**src/rtl/nx_ia_pkg.sv**
```systemverilog
// Shared types for the indirect access initiator and controller: opcodes,
// status codes, initiator states and small status-classification helpers.
package nx_ia_pkg;

    typedef enum logic [3:0] {
        IA_NOP       = 4'h0,
        IA_SIM_TMO   = 4'h1,
        IA_DISABLE   = 4'h2,
        IA_ENABLE    = 4'h3,
        IA_READ      = 4'h4,
        IA_WRITE     = 4'h5,
        IA_INIT      = 4'h6,
        IA_ACK_ERROR = 4'hF
    } ia_operation_e;

    typedef enum logic [2:0] {
        IA_ST_RDY = 3'd0,
        IA_ST_BSY = 3'd1,
        IA_ST_TMO = 3'd2,
        IA_ST_OVR = 3'd3,
        IA_ST_NXM = 3'd4,
        IA_ST_UOP = 3'd5,
        IA_ST_PDN = 3'd7
    } ia_status_e;

    typedef enum logic [2:0] {
        IDLE     = 3'd0,
        ISSUE    = 3'd1,
        POLL     = 3'd2,
        ACK      = 3'd3,
        ACK_POLL = 3'd4,
        RESP     = 3'd5
    } ia_init_state_e;

    localparam logic [3:0] ACK_ERROR_OP = 4'hF;

    // Ready or powered-down both mean the controller has finished a command.
    function automatic logic ia_is_done(input logic [2:0] code);
        return (code == 3'(IA_ST_RDY)) || (code == 3'(IA_ST_PDN));
    endfunction

    function automatic logic ia_is_error(input logic [2:0] code);
        return (code >= 3'(IA_ST_TMO)) && (code <= 3'(IA_ST_UOP));
    endfunction

endpackage

```
**src/rtl/nx_ia_poll_timer.sv**
```systemverilog
// Clearable saturating poll counter; full_c flags the all-ones timeout value.
module nx_ia_poll_timer #(
    parameter int unsigned N_POLL_BITS = 8
) (
    input  logic clk,
    input  logic rst,
    input  logic clr,
    input  logic en,
    output logic full_c
);

    logic [N_POLL_BITS-1:0] count;

    assign full_c = &count;

    always_ff @(posedge clk) begin
        if (rst) begin
            count <= '0;
        end else if (clr) begin
            count <= '0;
        end else if (en && !full_c) begin
            count <= count + N_POLL_BITS'(1);
        end
    end

endmodule

```
**src/rtl/nx_indirect_access_initiator.sv**
```systemverilog
// Host-side sequencer: accepts one request, strobes the command register,
// polls controller status (acking errors if enabled) and returns a response.
module nx_indirect_access_initiator
    import nx_ia_pkg::*;
#(
    parameter int unsigned N_REG_ADDR_BITS = 11,
    parameter logic [N_REG_ADDR_BITS-1:0] CMND_ADDRESS = N_REG_ADDR_BITS'(11'h020),
    parameter int unsigned N_DATA_BITS     = 96,
    parameter int unsigned N_ADDR_BITS     = 9,
    parameter int unsigned N_TABLE_BITS    = 1,
    parameter int unsigned N_POLL_BITS     = 8,
    parameter bit          AUTO_ACK        = 1'b1
) (
    input  logic                       clk,
    input  logic                       rst,
    input  logic                       req_valid,
    output logic                       req_ready,
    input  logic [3:0]                 req_op,
    input  logic [N_ADDR_BITS-1:0]     req_addr,
    input  logic [N_TABLE_BITS-1:0]    req_table_id,
    input  logic [N_DATA_BITS-1:0]     req_wdat,
    output logic                       rsp_valid,
    input  logic                       rsp_ready,
    output logic [2:0]                 rsp_status,
    output logic                       rsp_timeout,
    output logic [N_DATA_BITS-1:0]     rsp_rdat,
    output logic                       wr_stb,
    output logic [N_REG_ADDR_BITS-1:0] reg_addr,
    output logic [3:0]                 cmnd_op,
    output logic [N_ADDR_BITS-1:0]     cmnd_addr,
    output logic [N_TABLE_BITS-1:0]    cmnd_table_id,
    output logic [N_DATA_BITS-1:0]     wr_dat,
    input  logic [2:0]                 stat_code,
    input  logic [N_DATA_BITS-1:0]     rd_dat
);

    ia_init_state_e state;
    logic           timer_clr_c;
    logic           timer_en_c;
    logic           poll_full_c;

    // Counter restarts in the strobe cycles so each poll phase gets a full budget.
    assign timer_clr_c = (state == ISSUE) || (state == ACK);
    assign timer_en_c  = (state == POLL) || (state == ACK_POLL);

    nx_ia_poll_timer #(
        .N_POLL_BITS (N_POLL_BITS)
    ) u_poll_timer (
        .clk    (clk),
        .rst    (rst),
        .clr    (timer_clr_c),
        .en     (timer_en_c),
        .full_c (poll_full_c)
    );

    // The cmnd_* and wr_dat registers double as the request holding registers;
    // wr_dat only reloads on acceptance so it stays stable through RESP.
    always_ff @(posedge clk) begin
        if (rst) begin
            state         <= IDLE;
            req_ready     <= 1'b1;
            rsp_valid     <= 1'b0;
            rsp_status    <= '0;
            rsp_timeout   <= 1'b0;
            rsp_rdat      <= '0;
            wr_stb        <= 1'b0;
            reg_addr      <= '0;
            cmnd_op       <= '0;
            cmnd_addr     <= '0;
            cmnd_table_id <= '0;
            wr_dat        <= '0;
        end else begin
            wr_stb <= 1'b0;
            case (state)
                IDLE: begin
                    if (req_valid) begin
                        state         <= ISSUE;
                        req_ready     <= 1'b0;
                        wr_stb        <= 1'b1;
                        reg_addr      <= CMND_ADDRESS;
                        cmnd_op       <= req_op;
                        cmnd_addr     <= req_addr;
                        cmnd_table_id <= req_table_id;
                        wr_dat        <= req_wdat;
                    end
                end
                ISSUE: begin
                    state <= POLL;
                end
                POLL: begin
                    if (ia_is_done(stat_code)) begin
                        rsp_rdat   <= rd_dat;
                        rsp_status <= stat_code;
                        rsp_valid  <= 1'b1;
                        state      <= RESP;
                    end else if (ia_is_error(stat_code) || poll_full_c) begin
                        rsp_status  <= stat_code;
                        rsp_timeout <= !ia_is_error(stat_code);
                        if (AUTO_ACK) begin
                            wr_stb   <= 1'b1;
                            reg_addr <= CMND_ADDRESS;
                            cmnd_op  <= ACK_ERROR_OP;
                            state    <= ACK;
                        end else begin
                            rsp_valid <= 1'b1;
                            state     <= RESP;
                        end
                    end
                end
                ACK: begin
                    state <= ACK_POLL;
                end
                ACK_POLL: begin
                    // Original error code is kept; only a second timeout is recorded.
                    if (ia_is_done(stat_code)) begin
                        rsp_valid <= 1'b1;
                        state     <= RESP;
                    end else if (poll_full_c) begin
                        rsp_timeout <= 1'b1;
                        rsp_valid   <= 1'b1;
                        state       <= RESP;
                    end
                end
                RESP: begin
                    if (rsp_ready) begin
                        rsp_valid   <= 1'b0;
                        rsp_timeout <= 1'b0;
                        req_ready   <= 1'b1;
                        state       <= IDLE;
                    end
                end
                default: begin
                    state <= IDLE;
                end
            endcase
        end
    end

endmodule

```
**config.mk**
```make
export PLATFORM = sky130hd
export DESIGN_NAME = nx_indirect_access_initiator
export DESIGN_NICKNAME = d
export VERILOG_FILES = /design/src/rtl/nx_ia_pkg.sv /design/src/rtl/nx_ia_poll_timer.sv /design/src/rtl/nx_indirect_access_initiator.sv
export SDC_FILE = /design/constraint.sdc
export NUM_CORES = 1
export LEC_CHECK = 0
export CORE_AREA = 2 2 170 172
export DETAILED_ROUTE_END_ITERATION = 8
export DIE_AREA = 0 0 172 174
export SLEW_MARGIN = 20
export SYNTH_ARGS = -nofsm -noshare
export SYNTH_HDL_FRONTEND = slang
export SYNTH_SLANG_ARGS = --single-unit
```
**constraint.sdc**
```tcl
create_clock -name clk -period 2.25 [get_ports clk]
set_input_delay 0.3375 -clock clk [delete_from_list [all_inputs] [get_ports clk]]
set_output_delay 0.3375 -clock clk [all_outputs]
set_load 0.005 [all_outputs]
```
==> Word level (Yosys, flattened, before mapping) <==
Cells that the tools add are included.
{ "totals": {"ff_bits": 235, "inputBits": 213, "word_cells": 88, "output_inout_bits": 224} }
{ "classes": {"n_mux": 33, "n_eq_ne": 15, "n_reduce_logical": 24, "n_addsub": 1, "magnitude_cmp": 2} }
{ "ops": {"columns": ["operator", "n"], "rows": [
  ["11-bit two-way mux", 3],
  ["3-bit two-way mux", 8],
  ["11-bit case mux with 2 select lines", 1],
  ["3-bit case mux with 6 select lines", 1],
  ["1-bit two-way mux", 12],
  ["4-bit two-way mux", 3],
  ["4-bit AND reduction", 3],
  ["2-bit inequality test (second input constant)", 5],
  ["3-bit == test (second input constant)", 3],
  ["8-bit by 1-bit adder with 8-bit output (second input constant)", 1],
  ["4-bit case mux with 2 select lines", 1],
  ["8-bit AND reduction", 1],
  ["3-bit by 2-bit == test with 1-bit output (second input constant)", 2],
  ["3-bit logical NOT", 2],
  ["1-bit case mux with 3 select lines", 2],
  ["2-bit AND reduction", 3],
  ["6-bit AND reduction", 1],
  ["2-bit nonzero test", 3],
  ["1-bit logical OR", 4],
  ["2-bit by 1-bit inequality test with 1-bit output (second input constant)", 2],
  ["1-bit case mux with 2 select lines", 2],
  ["3-bit by 1-bit == test with 1-bit output (second input constant)", 1],
  ["3-bit by 2-bit greater-or-equal comparator with 1-bit output (second input constant)", 1],
  ["3-bit less-or-equal comparator (second input constant)", 1],
  ["other kinds (7)", 9]
]} }

==> Depth between registers and ports, before layout <==
{ "logic_depth": {"depth_word": 6, "mapped_depth": 8} }

==> Modules after synthesis <==
Synthesis repeated with hierarchy kept, for this count alone.
{ "unflattened": {"hier_cells": 1017, "hier_area_um2": 8166.6} }
{ "modules_own_cells": {"columns": ["mod", "area_each_um2", "seq_area_each_um2", "n_inst", "cells_per_inst"], "rows": [
  ["nx_indirect_access_initiator", 7741.2, 4344.2, 1, 972],
  ["nx_ia_poll_timer", 425.4, 160.2, 1, 45]
]} }

==> Worst setup path after synthesis <==
Ideal clock, no wire load.
{ "synth_path": {"path_kind": "register to register", "startpoint": "register u_poll_timer.count[0]", "endpoint": "register u_poll_timer.count[5]", "n_path_buf": 0, "synth_period_minus_slack_ps": 1677, "setup_ps": 120, "setup_slack_ps": 573, "stages_incl_launch_ff": 7, "t_arrival_ps": 1557, "t_required_ps": 2130, "path_cell_list": "dfxtp_1 ha_1 and3_1 a211oi_2 nand4_1 xor2_1 nor2_1"} }
{ "synth_via": {"elab_chain_len": 3, "word_cells_on_any_way": 4, "classes_between": "add/sub: 1; reduce/logical: 3"} }
{ "synth_rtl": {"columns": ["item", "line_no", "text"], "rows": [
  ["start, declared", "nx_ia_poll_timer.sv:12", "logic [N_POLL_BITS-1:0] count;"],
  ["start signal, assigned", "nx_ia_poll_timer.sv:22", "count <= count + N_POLL_BITS'(1);"],
  ["parallel branches: the longest is 3 deep, another holds 8-bit by 1-bit adder with 8-bit output", null, null]
]} }
Several ways; the timed one is not identified.
A chain may end at the register's enable or synchronous reset.

==> Worst setup path in the final report <==
{ "layout_path": {"startpoint": "register u_poll_timer.count[0]", "endpoint": "register u_poll_timer.count[4]"} }
Same word-level chain as after synthesis.

==> reports/results.ini <==
[yosys]
ys_seq_area_frac = 0.558
synth_top_area_frac = 0.558
synth-seq-cells = 225
synth_top_area_cell = dfxtp_1
syn_area_per_cell_sq_um = 7.98
async_flop_share = 0
synth_cell_types = 36
synth_edf_count = 0
netlist_instances = 1012
ys_warn_count = 0
syn_area_sq_mm = 0.00808
synth_top_flop_cell = dfxtp_1
synth.area.top_cells = dfxtp_1, nand2_1, a21oi_1, clkbuf_1, buf_2

[sta]
max_freq_mhz = 526
period_needed_ns = 1.90
finalCritPeriodShare = 0.845
hold_violations = 0
slew_violations = 0
finClkSkew_ns = 0.0156
slew_headroom = 0.610
grt_setup_unrepaired = no
setup_tns_ns = 0
worst_slew_pin_slew_ns = 0.584
setup_viol = 0
worst_slack_ns = 0.348

[clock_network]
cts_root_buf = clkbuf_16
clk_pin_slew_ns = 0.05
cts_tree = done
cts.sinks = 225
insertion_delay_ns = 0.52
htreeDepth = 1
post_cts_buffers = 0
clock_path_buffers = 3
cts_hold_buf = 0
ctsResizeCount = 0
cts_buffers = 26

[setup_path]
worstPathRequired_ns = 2.65
criticalPathCategory = reg2reg
startpoint_type = flop
crit_path_end = u_poll_timer.count[4]
reg2reg_to = u_poll_timer.count[4]
rrSetupSlack_ns = 0.35
critPathMaxFanout = 8
rr_startpoint = u_poll_timer.count[0]
cp-end-kind = flop
worstRegToRegCells = 6
cp.arrival_ns = 2.30
worstSetupStartpoint = u_poll_timer.count[0]

[cells_and_area]
nets = 1638
final_cell_mix = clkdlybuf4s50_1, nand2_1, dfxtp_1
area_delta_synth_final_pct = 69.4
diodes = 0
drive_gt1_frac = 0.0527
nFillCells = 2756
final_common_cell = clkdlybuf4s50_1

[global_routing]
antenna_found_initial = 0
grt_pass1_wl_mm = 42.1
grt_usage = 0.175
grt_pass1_vias = 7795
grt_overflow = 0
grt_max_degree = 80

[pwr]
power.total_mw = 10.2
p_leak_nw = 4.93
power.share.clock = 0.417
p_per_area_mw_per_mm2 = 743
power_frac_seq = 0.425
swShare = 0.238
combPwrFrac = 0.158
vdd_drop_max_v = 0.000377
p_sw_mw = 2.42
internal_power_mw = 7.76

[die]
start_util = 0.286
core_sq_mm = 0.0282
die_x_microns = 172
die_y_microns = 174
io_pins = 437
die-area_sq_mm = 0.0299
rows = 62

[placed_design]
preCtsSetupSlack_ns = 0.0937
gp_congestion = 0.781
portBuffers = 426
dp_hpwl_mm = 19.8

[routing]
vias_per_cell = 4.42
routed_wl_mm = 27.7
drt-wirelength-per-cell_microns = 15.2
drc = 0
num_vias = 8070
ant_nets = 0
drtIter0Drc = 434
drt-pass1-iter-count = 4

[run]
cap_violations = 0

[worst_hold_path]
hold_class = in2reg
hold_path_depth = 2

[outcome]
status = complete, no violations

==> metrics by stage <==
| step | instances | utilization | instance area [sq um] | hold slack (ns) |
|---|---|---|---|---|
| after CTS | 1825 | 0.485 | 13700 | 0.194 |
| after global routing | 1825 | 0.485 | 13700 | 0.218 |
| final | 1825 | 0.485 | 13700 | 0.223 |
| after floorplan | 1021 | - | 8110 | 0.439 |
| after detailed placement | 1780 | 0.454 | 12800 | 0.436 |
| after global placement | 1780 | 0.454 | 12800 | 0.434 |
==> per-layer routing <==
layer | vias to the layer above | routed length [microns] | GRT usage
met5 | - | 0 | 0
met4 | 0 | 840 | 0.0592
met3 | 52 | 3050 | 0.0665
met2 | 307 | 12800 | 0.293
met1 | 3647 | 11100 | 0.205
li1 | 4064 | - | -
==> layout make-up <==
class / count / area, sq um / share of cell area
Inverter: 4 / 15.0 / 0.00110
Sequential cell: 225 / 4500 / 0.329
Tap cell: 384 / 480 / 0.0351
Timing Repair Buffer: 457 / 4650 / 0.340
Clock buffer: 37 / 743 / 0.0543
Clock inverter: 8 / 115 / 0.00841
Multi-Input combinational cell: 710 / 3180 / 0.232
==> sequential cells by signal (all words and copies together) (netlist names) <==
| register | cells |
|---|---|
| rsp_rdat | 96 |
| wr_dat | 96 |
| cmnd_addr | 9 |
| u_poll_timer.count | 8 |
| cmnd_op | 4 |
| rsp_status | 3 |
| state | 3 |
| cmnd_table_id | 1 |
| reg_addr | 1 |
| req_ready | 1 |
| rsp_timeout | 1 |
| rsp_valid | 1 |
| wr_stb | 1 |
==> synth_stat cells, types with 2 or more instances <==
cell type  count
nand2_1      415
dfxtp_1      225
a21oi_1      207
clkbuf_1      36
buf_2         26
nor2_1        20
buf_4         16
nor3_1        10
xor2_1         7
mux2i_1        5
buf_6          4
inv_1          4
and3_1         3
nand3_1        3
nand4_1        3
o21ai_0        3
a211oi_2       2
a21o_1         2
a31oi_1        2
nand3b_1       2
xnor2_1        2
==> logic make-up (layout without fill, tap and decap cells) <==
logic type | after synthesis | count (layout) | synth area share
flops | 225 | 225 | 0.558
simple gates | 461 | 461 | 0.225
buf+inv | 86 | 506 | 0.0552
xor+xnor | 9 | 9 | 0.00976
other cells | 1 | 10 | 0.000464
fa+ha+maj | 1 | 1 | 0.00155
compound gates | 224 | 224 | 0.145
mux | 5 | 5 | 0.00620
==> power groups by stage <==
stage	Clock [mW]	Combinational (mW)	Sequential, mW
after global placement	0	1.62	4.40
after detailed placement	0	1.63	4.41
after floorplan	0	0.582	4.42
after CTS	4.38	1.63	4.32
final	4.24	1.61	4.32
after global routing	4.59	1.76	4.35
==> worst max-delay path, stage by stage (launching register included) <==
cell and delay [ns]:
dfxtp_1 0.34, ha_1 0.26, and3_1 0.25, a211oi_2 0.55
nand4_1 0.18, xor2_1 0.16, nor2_1 0.05
==> worst min path at each step <==
stage                          to  startpoint  slack [ns]
floorplan               req_ready   req_ready        0.44
CTS                 rsp_status[0]         rst        0.19
finish              rsp_status[2]         rst        0.22
global route        rsp_status[2]         rst        0.22
global placement        req_ready   req_ready        0.43
detailed placement      req_ready   req_ready        0.44
Note: power is estimated with default switching activity, not from simulation.
